==> src/rtl/tnn_cmp_pipe_if.sv <==
// Handshake and payload bundle for the TNN comparator pipeline.
// The master drives operands, mode and downstream ready; the slave returns results.
interface tnn_cmp_pipe_if #(
    parameter int unsigned WIDTH    = 3,
    parameter int unsigned CHANNELS = 4
);
    localparam int unsigned VOTE_W = $clog2(CHANNELS + 1);
    localparam int unsigned CNT_W  = 16;

    logic                         in_valid;
    logic                         in_ready;
    logic [CHANNELS*WIDTH-1:0]    input_a;
    logic [CHANNELS*WIDTH-1:0]    input_b;
    logic                         mode;
    logic                         out_valid;
    logic                         out_ready;
    logic [CHANNELS-1:0]          cgp_out;
    logic [VOTE_W-1:0]            vote_cnt;
    logic                         clear_stats;
    logic [CNT_W-1:0]             mismatch_cnt;

    modport master (
        output in_valid, input_a, input_b, mode, out_ready, clear_stats,
        input  in_ready, out_valid, cgp_out, vote_cnt, mismatch_cnt
    );

    modport slave (
        input  in_valid, input_a, input_b, mode, out_ready, clear_stats,
        output in_ready, out_valid, cgp_out, vote_cnt, mismatch_cnt
    );
endinterface

==> src/rtl/tnn_cmp_pipe.sv <==
// Two-stage pipelined array of exact/approximate unsigned comparators with
// valid/ready flow control, per-transaction vote count and WCE mismatch counter.
module tnn_cmp_pipe #(
    parameter int unsigned WIDTH    = 3,
    parameter int unsigned CHANNELS = 4,
    parameter int unsigned TRUNC    = 1
) (
    input  logic              clk,
    input  logic              rst,
    tnn_cmp_pipe_if.slave     bus
);
    localparam int unsigned VOTE_W  = $clog2(CHANNELS + 1);
    localparam int unsigned CNT_W   = 16;
    localparam logic [CNT_W-1:0] CNT_MAX = '1;

    function automatic logic [VOTE_W-1:0] popcount(input logic [CHANNELS-1:0] v);
        logic [VOTE_W-1:0] c;
        c = '0;
        for (int i = 0; i < CHANNELS; i++) begin
            c = c + VOTE_W'(v[i]);
        end
        return c;
    endfunction

    logic [CHANNELS-1:0] exact_c;
    logic [CHANNELS-1:0] approx_c;

    logic                s1_valid_q, s1_valid_d;
    logic [CHANNELS-1:0] s1_exact_q, s1_exact_d;
    logic [CHANNELS-1:0] s1_approx_q, s1_approx_d;
    logic                s1_mode_q, s1_mode_d;

    logic                s2_valid_q, s2_valid_d;
    logic [CHANNELS-1:0] cgp_q, cgp_d;
    logic [VOTE_W-1:0]   vote_q, vote_d;
    logic [VOTE_W-1:0]   s2_mm_q, s2_mm_d;
    logic [CNT_W-1:0]    mm_cnt_q, mm_cnt_d;

    logic                out_hs_c;
    logic                s2_load_c;
    logic                in_ready_c;
    logic                accept_c;
    logic [CNT_W:0]      mm_sum_c;
    logic [CHANNELS-1:0] sel_c;

    // Per-lane comparators; both flavours are always evaluated
    always_comb begin
        exact_c  = '0;
        approx_c = '0;
        for (int i = 0; i < CHANNELS; i++) begin
            exact_c[i]  = bus.input_a[i*WIDTH +: WIDTH] >= bus.input_b[i*WIDTH +: WIDTH];
            approx_c[i] = (bus.input_a[i*WIDTH +: WIDTH] >> TRUNC)
                       >= (bus.input_b[i*WIDTH +: WIDTH] >> TRUNC);
        end
    end

    // Flow control: S1 may refill in the same cycle it hands over to S2
    always_comb begin
        out_hs_c   = s2_valid_q && bus.out_ready;
        s2_load_c  = s1_valid_q && (!s2_valid_q || out_hs_c);
        in_ready_c = !s1_valid_q || s2_load_c;
        accept_c   = bus.in_valid && in_ready_c;
    end

    always_comb begin
        s1_valid_d  = s1_valid_q;
        s1_exact_d  = s1_exact_q;
        s1_approx_d = s1_approx_q;
        s1_mode_d   = s1_mode_q;
        s2_valid_d  = s2_valid_q;
        cgp_d       = cgp_q;
        vote_d      = vote_q;
        s2_mm_d     = s2_mm_q;
        mm_cnt_d    = mm_cnt_q;
        sel_c       = s1_mode_q ? s1_approx_q : s1_exact_q;
        mm_sum_c    = {1'b0, mm_cnt_q} + (CNT_W+1)'(s2_mm_q);

        if (accept_c) begin
            s1_valid_d  = 1'b1;
            s1_exact_d  = exact_c;
            s1_approx_d = approx_c;
            s1_mode_d   = bus.mode;
        end else if (s2_load_c) begin
            s1_valid_d = 1'b0;
        end

        if (s2_load_c) begin
            s2_valid_d = 1'b1;
            cgp_d      = sel_c;
            vote_d     = popcount(sel_c);
            s2_mm_d    = popcount(s1_exact_q ^ s1_approx_q);
        end else if (out_hs_c) begin
            s2_valid_d = 1'b0;
        end

        // Clear beats a same-cycle increment; the sum saturates instead of wrapping
        if (bus.clear_stats) begin
            mm_cnt_d = '0;
        end else if (out_hs_c) begin
            mm_cnt_d = mm_sum_c[CNT_W] ? CNT_MAX : mm_sum_c[CNT_W-1:0];
        end
    end

    always_ff @(posedge clk) begin
        if (rst) begin
            s1_valid_q  <= 1'b0;
            s1_exact_q  <= '0;
            s1_approx_q <= '0;
            s1_mode_q   <= 1'b0;
            s2_valid_q  <= 1'b0;
            cgp_q       <= '0;
            vote_q      <= '0;
            s2_mm_q     <= '0;
            mm_cnt_q    <= '0;
        end else begin
            s1_valid_q  <= s1_valid_d;
            s1_exact_q  <= s1_exact_d;
            s1_approx_q <= s1_approx_d;
            s1_mode_q   <= s1_mode_d;
            s2_valid_q  <= s2_valid_d;
            cgp_q       <= cgp_d;
            vote_q      <= vote_d;
            s2_mm_q     <= s2_mm_d;
            mm_cnt_q    <= mm_cnt_d;
        end
    end

    assign bus.in_ready     = in_ready_c;
    assign bus.out_valid    = s2_valid_q;
    assign bus.cgp_out      = cgp_q;
    assign bus.vote_cnt     = vote_q;
    assign bus.mismatch_cnt = mm_cnt_q;
endmodule

==> src/flat_wrapper.sv <==
// flat-port wrapper written by rule: the top's interface ports become plain ports
module tnn_cmp_pipe_flat 
#(
    parameter int unsigned WIDTH    = 3,
    parameter int unsigned CHANNELS = 4,
    parameter int unsigned TRUNC    = 1
)
  (clk, rst, bus_in_valid, bus_input_a, bus_input_b, bus_mode, bus_out_ready, bus_clear_stats, bus_in_ready, bus_out_valid, bus_cgp_out, bus_vote_cnt, bus_mismatch_cnt);
  tnn_cmp_pipe_if #(.WIDTH(WIDTH), .CHANNELS(CHANNELS)) bus_i ();
  input  logic clk;
  input  logic rst;
  input wire logic [$bits(bus_i.in_valid)-1:0] bus_in_valid;
  input wire logic [$bits(bus_i.input_a)-1:0] bus_input_a;
  input wire logic [$bits(bus_i.input_b)-1:0] bus_input_b;
  input wire logic [$bits(bus_i.mode)-1:0] bus_mode;
  input wire logic [$bits(bus_i.out_ready)-1:0] bus_out_ready;
  input wire logic [$bits(bus_i.clear_stats)-1:0] bus_clear_stats;
  output wire logic [$bits(bus_i.in_ready)-1:0] bus_in_ready;
  output wire logic [$bits(bus_i.out_valid)-1:0] bus_out_valid;
  output wire logic [$bits(bus_i.cgp_out)-1:0] bus_cgp_out;
  output wire logic [$bits(bus_i.vote_cnt)-1:0] bus_vote_cnt;
  output wire logic [$bits(bus_i.mismatch_cnt)-1:0] bus_mismatch_cnt;
  assign bus_i.in_valid = bus_in_valid;
  assign bus_i.input_a = bus_input_a;
  assign bus_i.input_b = bus_input_b;
  assign bus_i.mode = bus_mode;
  assign bus_i.out_ready = bus_out_ready;
  assign bus_i.clear_stats = bus_clear_stats;
  assign bus_in_ready = bus_i.in_ready;
  assign bus_out_valid = bus_i.out_valid;
  assign bus_cgp_out = bus_i.cgp_out;
  assign bus_vote_cnt = bus_i.vote_cnt;
  assign bus_mismatch_cnt = bus_i.mismatch_cnt;
  tnn_cmp_pipe #(.WIDTH(WIDTH), .CHANNELS(CHANNELS), .TRUNC(TRUNC)) u_core (.clk(clk), .rst(rst), .bus(bus_i));
endmodule
==> config.mk <==
export PLATFORM = sky130hd
export DESIGN_NAME = tnn_cmp_pipe_flat
export DESIGN_NICKNAME = d
export VERILOG_FILES = /design/src/rtl/tnn_cmp_pipe_if.sv /design/src/rtl/tnn_cmp_pipe.sv /design/src/flat_wrapper.sv
export SDC_FILE = /design/constraint.sdc
export NUM_CORES = 1
export LEC_CHECK = 0
export CORE_ASPECT_RATIO = 1.5
export CORE_MARGIN = 2
export CORE_UTILIZATION = 48
export CTS_CLUSTER_DIAMETER = 50
export CTS_CLUSTER_SIZE = 10
export DETAILED_ROUTE_END_ITERATION = 7
export DONT_BUFFER_PORTS = 1
export PLACE_DENSITY = 0.72
export REMOVE_ABC_BUFFERS = 1
export SLEW_MARGIN = 25
export SYNTH_ARGS = -nofsm -noshare
export SYNTH_HDL_FRONTEND = slang
export SYNTH_SLANG_ARGS = --single-unit
==> constraint.sdc <==
create_clock -name clk -period 3.6 [get_ports clk]
set_input_delay 0.18 -clock clk [delete_from_list [all_inputs] [get_ports clk]]
set_output_delay 0.18 -clock clk [all_outputs]
set_load 0.005 [all_outputs]
== Word-level counts from Yosys, hierarchy flattened ==
Index checks and enable logic that the tools add are counted.

* Word-level logic and storage cells: 41
* Output and inout bits: 25
* Flip-flop bits (word level): 37

* Add/subtract/negate cells: 7
* Reduce and logical (&&, ||, !) cells: 10
* Mux-type cells: 6
* Magnitude comparators: 8
* Bitwise operators: 1

{| class="wikitable"
|+ Operators by type and width
! kind !! count
|-
| $add A16 B3 Y17 || 1
|-
| $mux W16 || 1
|-
| $add A3 B1 Y3 || 4
|-
| $ge A3 B3 Y1 || 4
|-
| $ge A2 B2 Y1 || 4
|-
| $add A1 B1 Y2 || 2
|-
| $mux W1 || 4
|-
| $mux W4 || 1
|-
| $reduce_bool A2 Y1 || 2
|-
| $xor A4 B4 Y4 || 1
|-
| $logic_and A1 B1 Y1 || 3
|-
| $logic_not A1 Y1 || 2
|-
| $logic_or A1 B1 Y1 || 2
|-
| $reduce_or A2 Y1 || 1
|}

== Depth between registers and ports, before layout ==
Gate-level depths: netlist of the first run.

* Depth after elaboration: 6
* Depth in mapped cells: 9

== Worst setup path before layout of the first run ==
Ideal clock, no wire load.

* Kind: flip-flop to flip-flop
* Start point: register u_core.s1_mode_q
* End point: register u_core.vote_q[1] (netlist: u_core.bus.vote_cnt[1])
* Data required time: 3.468 ns
* Period minus slack after synthesis: 2.042 ns
* Data arrival time: 1.910 ns
* Path slack: 1.558 ns
* Cell stages (with the launch flop): 10
* Setup time: 0.132 ns
* Cells stage by stage: dfxtp_1 -> clkbuf_1 -> mux2_2 -> ha_1 -> inv_1 -> fa_1 -> inv_1 -> ha_1 -> nand2_1 -> a21oi_1

* Longest elaborated chain between the ends: 4

{| class="wikitable"
|+ RTL lines
! what !! line !! text
|-
| start: declaration || tnn_cmp_pipe.sv:31 || <nowiki>logic s1_mode_q, s1_mode_d;</nowiki>
|-
| start signal: assignment || tnn_cmp_pipe.sv:119 || <nowiki>s1_mode_q <= s1_mode_d;</nowiki>
|-
| $mux W4 || tnn_cmp_pipe.sv:75 || <nowiki>sel_c = s1_mode_q ? s1_approx_q : s1_exact_q;</nowiki>
|-
| net u_core.sel_c[0] || tnn_cmp_pipe.sv:44 || <nowiki>logic [CHANNELS-1:0] sel_c;</nowiki>
|-
| $add A1 B1 Y2 || tnn_cmp_pipe.sv:20 || <nowiki>c = c + VOTE_W'(v[i]);</nowiki>
|-
| $add A3 B1 Y3 (2 in a row) || tnn_cmp_pipe.sv:20 ||
|-
| end signal: assignment || tnn_cmp_pipe.sv:122 || <nowiki>vote_q <= vote_d;</nowiki>
|-
| end: declaration || tnn_cmp_pipe.sv:35 || <nowiki>logic [VOTE_W-1:0] vote_q, vote_d;</nowiki>
|}

The timed path passes the listed nets, and every way through them passes these cells.
A chain may end at the register's enable or synchronous reset.

== Worst setup path in the final report of the first run ==
* Start point: register u_core.mm_cnt_q[0] (netlist: u_core.bus.mismatch_cnt[0])
* End point: register u_core.mm_cnt_q[11] (netlist: u_core.bus.mismatch_cnt[11])

* Longest elaborated chain between the ends: 2

{| class="wikitable"
|+ RTL lines
! what !! line !! text
|-
| start: declaration || tnn_cmp_pipe.sv:37 || <nowiki>logic [CNT_W-1:0] mm_cnt_q, mm_cnt_d;</nowiki>
|-
| start signal: assignment || tnn_cmp_pipe.sv:124 || <nowiki>mm_cnt_q <= mm_cnt_d;</nowiki>
|-
| $add A16 B3 Y17 || tnn_cmp_pipe.sv:76 || <nowiki>mm_sum_c = {1'b0, mm_cnt_q} + (CNT_W+1)'(s2_mm_q);</nowiki>
|-
| $mux W16 || tnn_cmp_pipe.sv:100 || <nowiki>mm_cnt_d = mm_sum_c[CNT_W] ? CNT_MAX : mm_sum_c[CNT_W-1:0];</nowiki>
|}

No other way between the ends.

==> run metrics, run 1 <==
status complete, no violations; CTS Buf Count 5; synth warn 0; post-synthesis sequential area ratio 34.7%; Final nets 297; Synth Area per Inst 8.79 µm²; PwrDens 378 nW/µm²; R2R Path Start u_core.bus.mismatch_cnt[0]; mux cell area share after synthesis 2.93%; dominant synthesized flop cell dfxtp_1; # fillers 409; Sequential Area 741 µm²; Worst slew margin 51.9%; Crit. Startpoint u_core.bus.mismatch_cnt[0]; # Post-CTS Setup Buffers 0; initial antenna violation count 0; Post-Synth Simple-Gate Area 17.7%; effective utilization at floorplan 50.3%; final setup vio count 0; DRC Markers 0; Post-synth EDFFs 0; Root Buffer clkbuf_8; Setup Skew 3.91 ps; gr ovfl total 0; synth-to-layout area growth 5.33%; Final ANT Viol Nets 0; Hold Path Class in -> reg; diode count 0; chip height 85.7 µm; clk buf depth 2; NetSw 217 µW; die area 5010 µm²; Core ar. 4250 µm²; Global Route Usage Sum 17.7%; DR pass1 iterations 4; Slew Viols, Final 0; PortBufs 0; max-cap viol count 0; num rows 29; multi-input logic area 1270 µm²; Synth Area in XOR/XNOR 4.51%; part of the power in the clock network 34.4%; Post-DP Area 2150 µm²; Fin Setup TNS 0 ps; synthesized flop and latch total 37; final WL 4130 µm; CP Data Arrival Time 2300 ps; DR vias 1679; Async SR Flop Fraction 0%; vias in the first global route 1638; area share of fa/ha/maj cells after synthesis 16.3%; period utilization 57.9%; Worst VDD drop 354 µV; post-synthesis compound-gate area fraction 18.2%; largest net degree at the start of global routing 22; Fmax 480 MHz; IO Count 55; largest family of logic cells by synthesized area compound AO/OA/AOI/OAI gates; CTS HTree Levels 2; Routed wire per std cell 14.4 µm; LEAKAGE 0.932 nW; global-route wire length before repair 7000 µm; actual slew at the worst max-slew pin 719 ps; post-route minimum period 2080 ps; worst hold margin 18.7 ps; # resized after CTS 0; count of different cell masters after synthesis 37; min-delay src bus_in_valid; Synth Cell Area 2140 µm²; Mapped Cells 243; kind of critical path reg -> reg; nature of the critical path startpoint flip-flop; Pint 632 µW; DP HPWL 3190 µm; TritonCTS clock tree built; GP Congestion 0.750; sequential power share 52.2%; Num Clock Sinks 37; latest clock arrival within the worst-skew pair 290 ps; vias per cell 5.85; crit path max fanout 11; Critical Path End Type flip-flop; DRT iter0 DRCs 104; sw frac 25.6%; clk slew on worst S/H paths 70 ps; Final Hold Violating Endpoints 0; die width 58.5 µm; WP data required 3820 ps; Final Cell Area 2250 µm²; layout cells sized above 1 7.05%; Comb pwr share 13.4%; unrepaired setup endpoints after global routing false
cell usage after synthesis, types with 3 or more instances:
cell type | number | area share [%]
o21ai_0 | 4 | 0.94
dfxtp_1 | 37 | 35
nand2b_1 | 9 | 2.6
nand3_1 | 4 | 0.94
nand2_1 | 21 | 3.7
or4_1 | 3 | 1.1
a211oi_1 | 11 | 3.9
nor2_1 | 14 | 2.5
fa_1 | 3 | 2.8
o221a_2 | 3 | 1.6
xor2_1 | 9 | 3.7
mux2i_1 | 4 | 1.9
a21o_1 | 5 | 1.8
ha_1 | 23 | 13
nand4_1 | 5 | 1.5
o31ai_1 | 4 | 1.4
clkbuf_1 | 7 | 1.2
a21oi_1 | 23 | 5.4
a31oi_1 | 5 | 1.5
nor3_1 | 3 | 0.70
and2_1 | 4 | 1.2
inv_1 | 22 | 3.9
kinds of logic after synthesis:
group / after synthesis
XOR/XNOR: 11
buffers and inverters: 32
flip-flops: 37
AND/OR/NAND/NOR: 73
multiplexers: 6
adder cells (fa/ha/maj): 26
AO/OA/AOI/OAI: 58
worst max-delay path: stages, from the launching register on:
cell,delay [ps]
dfxtp_1,380
ha_1,250
fa_1,230
a21o_1,180
nand4_1,200
or3_1,580
a31oi_1,190
metrics by stage:
stage | power (mW) | cells | utilization (%) | setup WS [ps]
2_1_floorplan | 0.540 | 233 | - | 1680
3_3_place_gp | 0.560 | 279 | 50.7 | 1550
3_5_place_dp | 0.565 | 279 | 50.7 | 1510
4_1_cts | 0.858 | 287 | 53.0 | 1500
5_1_grt | 0.901 | 287 | 53.0 | 1350
6_report | 0.849 | 287 | 53.0 | 1520
placed cells by master, fill, tap and decap left out, types with 5 or more instances in the layout:
cell type | synthesis | final
a211oi_1 | 11 | 11
a21o_1 | 5 | 5
a21oi_1 | 23 | 23
a31oi_1 | 5 | 5
clkbuf_8 | 0 | 6
dfxtp_1 | 37 | 37
ha_1 | 23 | 23
inv_1 | 22 | 22
nand2_1 | 21 | 21
nand2b_1 | 9 | 9
nand4_1 | 5 | 5
nor2_1 | 14 | 14
xor2_1 | 9 | 9
power groups by stage:
stage / clock network [mW] / logic (mW) / registers [mW]
6_report: 0.292 / 0.114 / 0.443
5_1_grt: 0.321 / 0.134 / 0.446
4_1_cts: 0.297 / 0.117 / 0.444
3_5_place_dp: 0 / 0.112 / 0.453
3_3_place_gp: 0 / 0.108 / 0.453
2_1_floorplan: 0 / 0.0917 / 0.449
path summary, 6_finish.rpt:
check / slack (ps) / end / depth (start not counted)
setup / recovery: 1520 / u_core.bus.mismatch_cnt[11] / 6
hold / removal: 20 / u_core.s1_valid_q / 2
setup reg to reg: 1520 / u_core.bus.mismatch_cnt[11] / 6
hold reg to reg: 480 / u_core.s2_mm_q[2] / 2
cell type report:
cell class	instances	area share, %
sequential	37	32.9
multi-input combinational	174	56.6
clock buffer	7	3.84
inverter	22	3.67
tap	46	2.56
timing repair buffer	1	0.445
repair_timing:
item | CTS | global route
endpoints found under the hold margin | 21 | 0
hold buffers | 1 | 0
setup endpoints to repair | 0 | 0
metal layers:
layer | track usage (%) | up-vias | wire (µm)
met3 | 7.69 | 5 | 343
met1 | 17.7 | 781 | 1490
met5 | 0 | - | 0
met4 | 4.65 | 0 | 46
li1 | - | 844 | -
met2 | 32.5 | 49 | 2240
flip-flops by register name, summed over array words and instances, names as in the netlist:
register / cells
u_core.s1_mode_q: 1
u_core.s1_approx_q: 4
u_core.s1_exact_q: 4
u_core.bus.mismatch_cnt: 16
u_core.s2_mm_q: 3
u_core.bus.vote_cnt: 3
u_core.bus.out_valid: 1
u_core.bus.cgp_out: 4
u_core.s1_valid_q: 1
Power figures use the tool's default switching activity.
==> inputs of run 2 (changes only) <==
clock period = 2.14 ns   (was 3.6 ns; I/O delays follow)
==> run 2 against run 1 <==
  * Utilization grew 1.3 points
  * Setup slack lost 1400 ps
  * Fmax grew 3.8%
  * Count of clock-buffer cells in the layout is the same
  * Critical endpoint is now u_core.bus.vote_cnt[1]
  * Largest power group unchanged
==> run metrics, run 2 (synthesis gave the netlist of run 1 again) <==
DR pass1 iterations 4; Final ANT Viol Nets 0; diode count 0; Worst VDD drop 527 µV; LEAKAGE 0.961 nW; Num Clock Sinks 37; CP top delay family adder cells; critical path's slowest cell dfxtp_1; Fmax 499 MHz; max-cap viol count 0; # fillers 399; worst hold margin 52.5 ps; synth-to-layout area growth 7.91%; vias per cell 5.75; IO Count 55; Global Route Usage Sum 17.7%; CP Data Arrival Time 2150 ps; Hold Path Class in -> reg; Final Hold Violating Endpoints 0; CP Buf/Inv Count 2; DR vias 1685; global-route wire length before repair 6870 µm; Routed wire per std cell 13.8 µm; chip height 85.7 µm; latest clock arrival within the worst-skew pair 290 ps; WP data required 2280 ps; total power 1.43 mW; period utilization 93.7%; die area 5010 µm²; actual slew at the worst max-slew pin 739 ps; CTS HTree Levels 2; num rows 29; CP Cell Sequence mux2_2 > ha_1 > inv_1 > fa_1 > inv_1 > ha_1 > nand2_1 > a21oi_1; unrepaired setup endpoints after global routing false; crit path max fanout 3; kind of critical path reg -> reg; initial antenna violation count 0; Core ar. 4250 µm²; final worst slack 134 ps; effective utilization at floorplan 50.3%; clk slew on worst S/H paths 60 ps; Final nets 303; post-route minimum period 2010 ps; clk buf depth 2; Place WS 146 ps; Slew Viols, Final 0; final setup vio count 0; layout cells sized above 1 8.91%; largest net degree at the start of global routing 22; GP Congestion 0.791; TritonCTS clock tree built; gr ovfl total 0; commonest non-fill, non-tap cell in the layout dfxtp_1; # Post-CTS Setup Buffers 0; PortBufs 0; Critical Path End Type flip-flop; Setup Skew 8.44 ps; Root Buffer clkbuf_8; CTS Buf Count 5; commonest cells after routing, fill and taps aside dfxtp_1, a21oi_1, ha_1, inv_1, nand2_1; Fin Setup TNS 0 ps; DP HPWL 3120 µm; final WL 4050 µm; PwrDens 622 nW/µm²; Worst slew margin 50.6%; max FFs per register 16; status complete, no violations; DRT iter0 DRCs 102; vias in the first global route 1597; DRC Markers 0; die width 58.5 µm; nature of the critical path startpoint flip-flop; slowest cell delay on critical path 380 ps
run 2: where the power goes:
group / switching [mW] / leakage (nW) / internal (mW)
combinational: 0.103 / 0.615 / 0.0942
clock: 0.236 / 0.0443 / 0.255
sequential: 0.0260 / 0.302 / 0.719
run 2: metrics by stage:
step	cell area [µm²]	std cells	utilization, %
5_1_grt	2300	293	54.3
3_3_place_gp	2180	283	51.4
3_5_place_dp	2180	283	51.4
6_report	2300	293	54.3
2_1_floorplan	2100	233	-
4_1_cts	2300	293	54.2
run 2: layout make-up:
cell class	count	area (µm²)	area share, %
Inverter	22	82.6	3.58
Clock buffer	7	86.3	3.75
Sequential cell	37	741	32.1
Timing Repair Buffer	7	60.1	2.61
Tap cell	46	57.6	2.50
Multi-Input combinational cell	174	1280	55.4
run 2: path summary, 6_finish.rpt:
check	startpoint	cells past startpoint	slack, ps	to
worst min-delay path	bus_out_ready	2	50	u_core.bus.out_valid
worst min register to register	u_core.s2_mm_q[2]	2	470	u_core.s2_mm_q[2]
worst max-delay path	u_core.s1_mode_q	8	130	u_core.bus.vote_cnt[1]
worst max register to register	u_core.s1_mode_q	8	130	u_core.bus.vote_cnt[1]
run 2: routing by layer:
| metal | share of wire, % | track usage [%] | routed length, µm |
|---|---|---|---|
| met2 | 54 | 32.0 | 2200 |
| met4 | 1.8 | 8.88 | 74 |
| met1 | 37 | 17.4 | 1490 |
| met5 | 0 | 0 | 0 |
| met3 | 7.1 | 5.88 | 288 |
run 2: timing repair:
action                     4_1_cts  5_1_grt
gates resized for setup          0        1
setup endpoints to repair        0       11
hold buffers                     3        0
hold endpoints to repair        21        0
==> inputs of run 3 (changes only) <==
ABC_AREA = 1   (was not set)
==> run 3 against run 2 <==
  * The run now ends with negative hold slack left
  * Critical path type unchanged
  * Critical path depth did not move
  * Cell count is 27% higher
  * Synthesized cell count rose by 25%
  * Global-route usage increased by 1.3 points
  * Die area rose by 6.5%
  * Clock skew rose by 6.8 ps
  * First-iteration DRC count down 39%
  * Largest power group unchanged
  * Highest routed layer unchanged
  * Non-clock buffer count is 4 lower
==> run metrics, run 3 <==
DR pass1 iterations 4; synth-to-layout area growth 8.39%; layout cells sized above 1 8.74%; diode count 0; Post-Synth Simple-Gate Area 22.7%; Routed wire per std cell 12.4 µm; Sequential Area 741 µm²; Mapped Cells 303; # Post-CTS Setup Buffers 0; most frequent cells after synthesis inv_1, nand2_1, dfxtp_1; die width 60.3 µm; LEAKAGE 1.14 nW; effective utilization at floorplan 50.2%; R2R Path Start u_core.s1_mode_q; GP Congestion 0.872; kind of critical path reg -> reg; PortBufs 0; mux cell area share after synthesis 0.877%; clk slew on worst S/H paths 90 ps; status finished with violations; Final ANT Viol Nets 0; area share of fa/ha/maj cells after synthesis 15.2%; dominant synthesized flop cell dfxtp_1; Critical Path End Type flip-flop; Synth Area in XOR/XNOR 3.84%; DRT iter0 DRCs 62; largest net degree at the start of global routing 17; CP Data Arrival Time 2100 ps; global-route wire length before repair 7690 µm; CP Cell Sequence o21ai_0 > ha_1 > inv_1 > fa_1 > inv_1 > ha_1 > nor2_1 > nor2_1; synth warn 0; vias in the first global route 1860; Final Hold Violating Endpoints 1; Post-synth EDFFs 0; actual slew at the worst max-slew pin 388 ps; post-synthesis sequential area ratio 32.5%; chip height 88.5 µm; Slew Viols, Final 0; initial antenna violation count 0; gr ovfl total 0; # fillers 448; cell taking the most area after synthesis dfxtp_1; commonest cells after routing, fill and taps aside inv_1, nand2_1, dfxtp_1; num rows 30; Setup Skew 15.3 ps; # resized after CTS 0; post-synthesis compound-gate area fraction 14.6%; Inst Count DP 363; final worst slack 233 ps; DRC Markers 0; Fmax 524 MHz; period utilization 89.1%; count of different cell masters after synthesis 31; Global Route Usage Sum 19.1%; multi-input logic area 1310 µm²; Root Buffer clkbuf_8; Hold Path Class in -> reg; top cell type's share of synthesized area 32.5%; DR vias 1908; Place WS 225 ps; die area 5330 µm²; Num Clock Sinks 37; CP Buf/Inv Count 2; WP data required 2340 ps; Async SR Flop Fraction 0%; critical path's slowest cell dfxtp_1; CP top delay family adder cells; Crit. Startpoint u_core.s1_mode_q; crit path max fanout 7; vias per cell 5.12; Worst VDD drop 373 µV; latest clock arrival within the worst-skew pair 300 ps; nature of the critical path startpoint flip-flop; IO Count 55; Worst slew margin 74.1%; DP HPWL 3620 µm; Fin Setup TNS 0 ps; synthesized flop and latch total 37; CTS Hold Bufs 2; min-delay src bus_mode; Final nets 364; unrepaired setup endpoints after global routing false; worst hold margin -8.26 ps; PwrDens 638 nW/µm²; most instantiated library cell after synthesis inv_1; final WL 4640 µm; max FFs per register 16; largest family of logic cells by synthesized area simple AND/OR/NAND/NOR gates; slowest cell delay on critical path 450 ps; Core ar. 4540 µm²; clk buf depth 2; fin cells 373; commonest non-fill, non-tap cell in the layout inv_1; TritonCTS clock tree built; post-route minimum period 1910 ps; final setup vio count 0; max-cap viol count 0; top post-synthesis cells by area dfxtp_1, ha_1, inv_1; Synth Area per Inst 7.53 µm²; Synth Cell Area 2280 µm²; failing checks negative hold slack; CTS HTree Levels 2; CTS Buf Count 5
-- run 3: cell count changes in the layout (fill, tap and decap cells not counted), sizes merged, moves of 5 or more --
| cell | before | now |
|---|---|---|
| nand2 | 21 | 54 |
| inv | 22 | 52 |
| o21ai | 4 | 24 |
| nor2 | 14 | 29 |
| a211oi | 12 | 1 |
| nand3 | 5 | 16 |
| nand2b | 9 | 0 |
| a21o | 5 | 0 |
| a31oi | 5 | 10 |
-- run 3: logic make-up after synthesis --
group                      Yosys count
DFF                                 37
buffers and inverters               59
muxes                                2
and+or+nand+nor                    107
xor gates and xnor gates            10
AOI/OAI and AO/OA                   62
adders and majority gates           26
-- run 3: per-layer routing --
| layer | share of wire [%] | track usage [%] |
|---|---|---|
| met4 | 2.8 | 9.09 |
| met5 | 0 | 0 |
| met1 | 37 | 18.0 |
| met3 | 5.0 | 5.26 |
| met2 | 55 | 36.3 |
-- run 3: worst register-to-register path: cells and delay by family, from the launching register on --
family	cells	cell delay (ps)
compound gates	1	170
fa+ha+maj	3	920
buf+inv	2	120
flops	1	450
simple gates	2	160
-- run 3: layout make-up --
type                            instances  area share (%)
Timing Repair Buffer                    3            1.11
Clock inverter                          3            1.87
Multi-Input combinational cell        207            52.8
Sequential cell                        37            29.9
Clock buffer                            5            2.78
Inverter                               54            8.24
Tap cell                               64            3.24
-- run 3: final timing paths --
kind / slack, ps / to / cells past startpoint
max: 230 / u_core.bus.vote_cnt[1] / 8
min reg2reg: 480 / u_core.bus.out_valid / 2
max reg2reg: 230 / u_core.bus.vote_cnt[1] / 8
min: -8 / u_core.s1_mode_q / 2
-- run 3: power by group --
part | total, mW | internal (mW) | switching [mW]
Sequential | 0.748 | 0.721 | 0.0277
Combinational | 0.205 | 0.0860 | 0.119
Clock | 0.624 | 0.349 | 0.275
Total | 1.58 | 1.16 | 0.421
-- run 3: stage by stage --
| stage | hold slack, ps | cell area, µm² | power (mW) | util, % |
|---|---|---|---|---|
| 6_report | -8.26 | 2470 | 1.58 | 54.5 |
| 5_1_grt | 8.34 | 2470 | 1.66 | 54.5 |
| 4_1_cts | 2.36 | 2470 | 1.58 | 54.5 |
| 3_5_place_dp | 179 | 2340 | 0.966 | 51.5 |
| 3_3_place_gp | 178 | 2340 | 0.957 | 51.5 |
| 2_1_floorplan | 176 | 2250 | 0.916 | - |
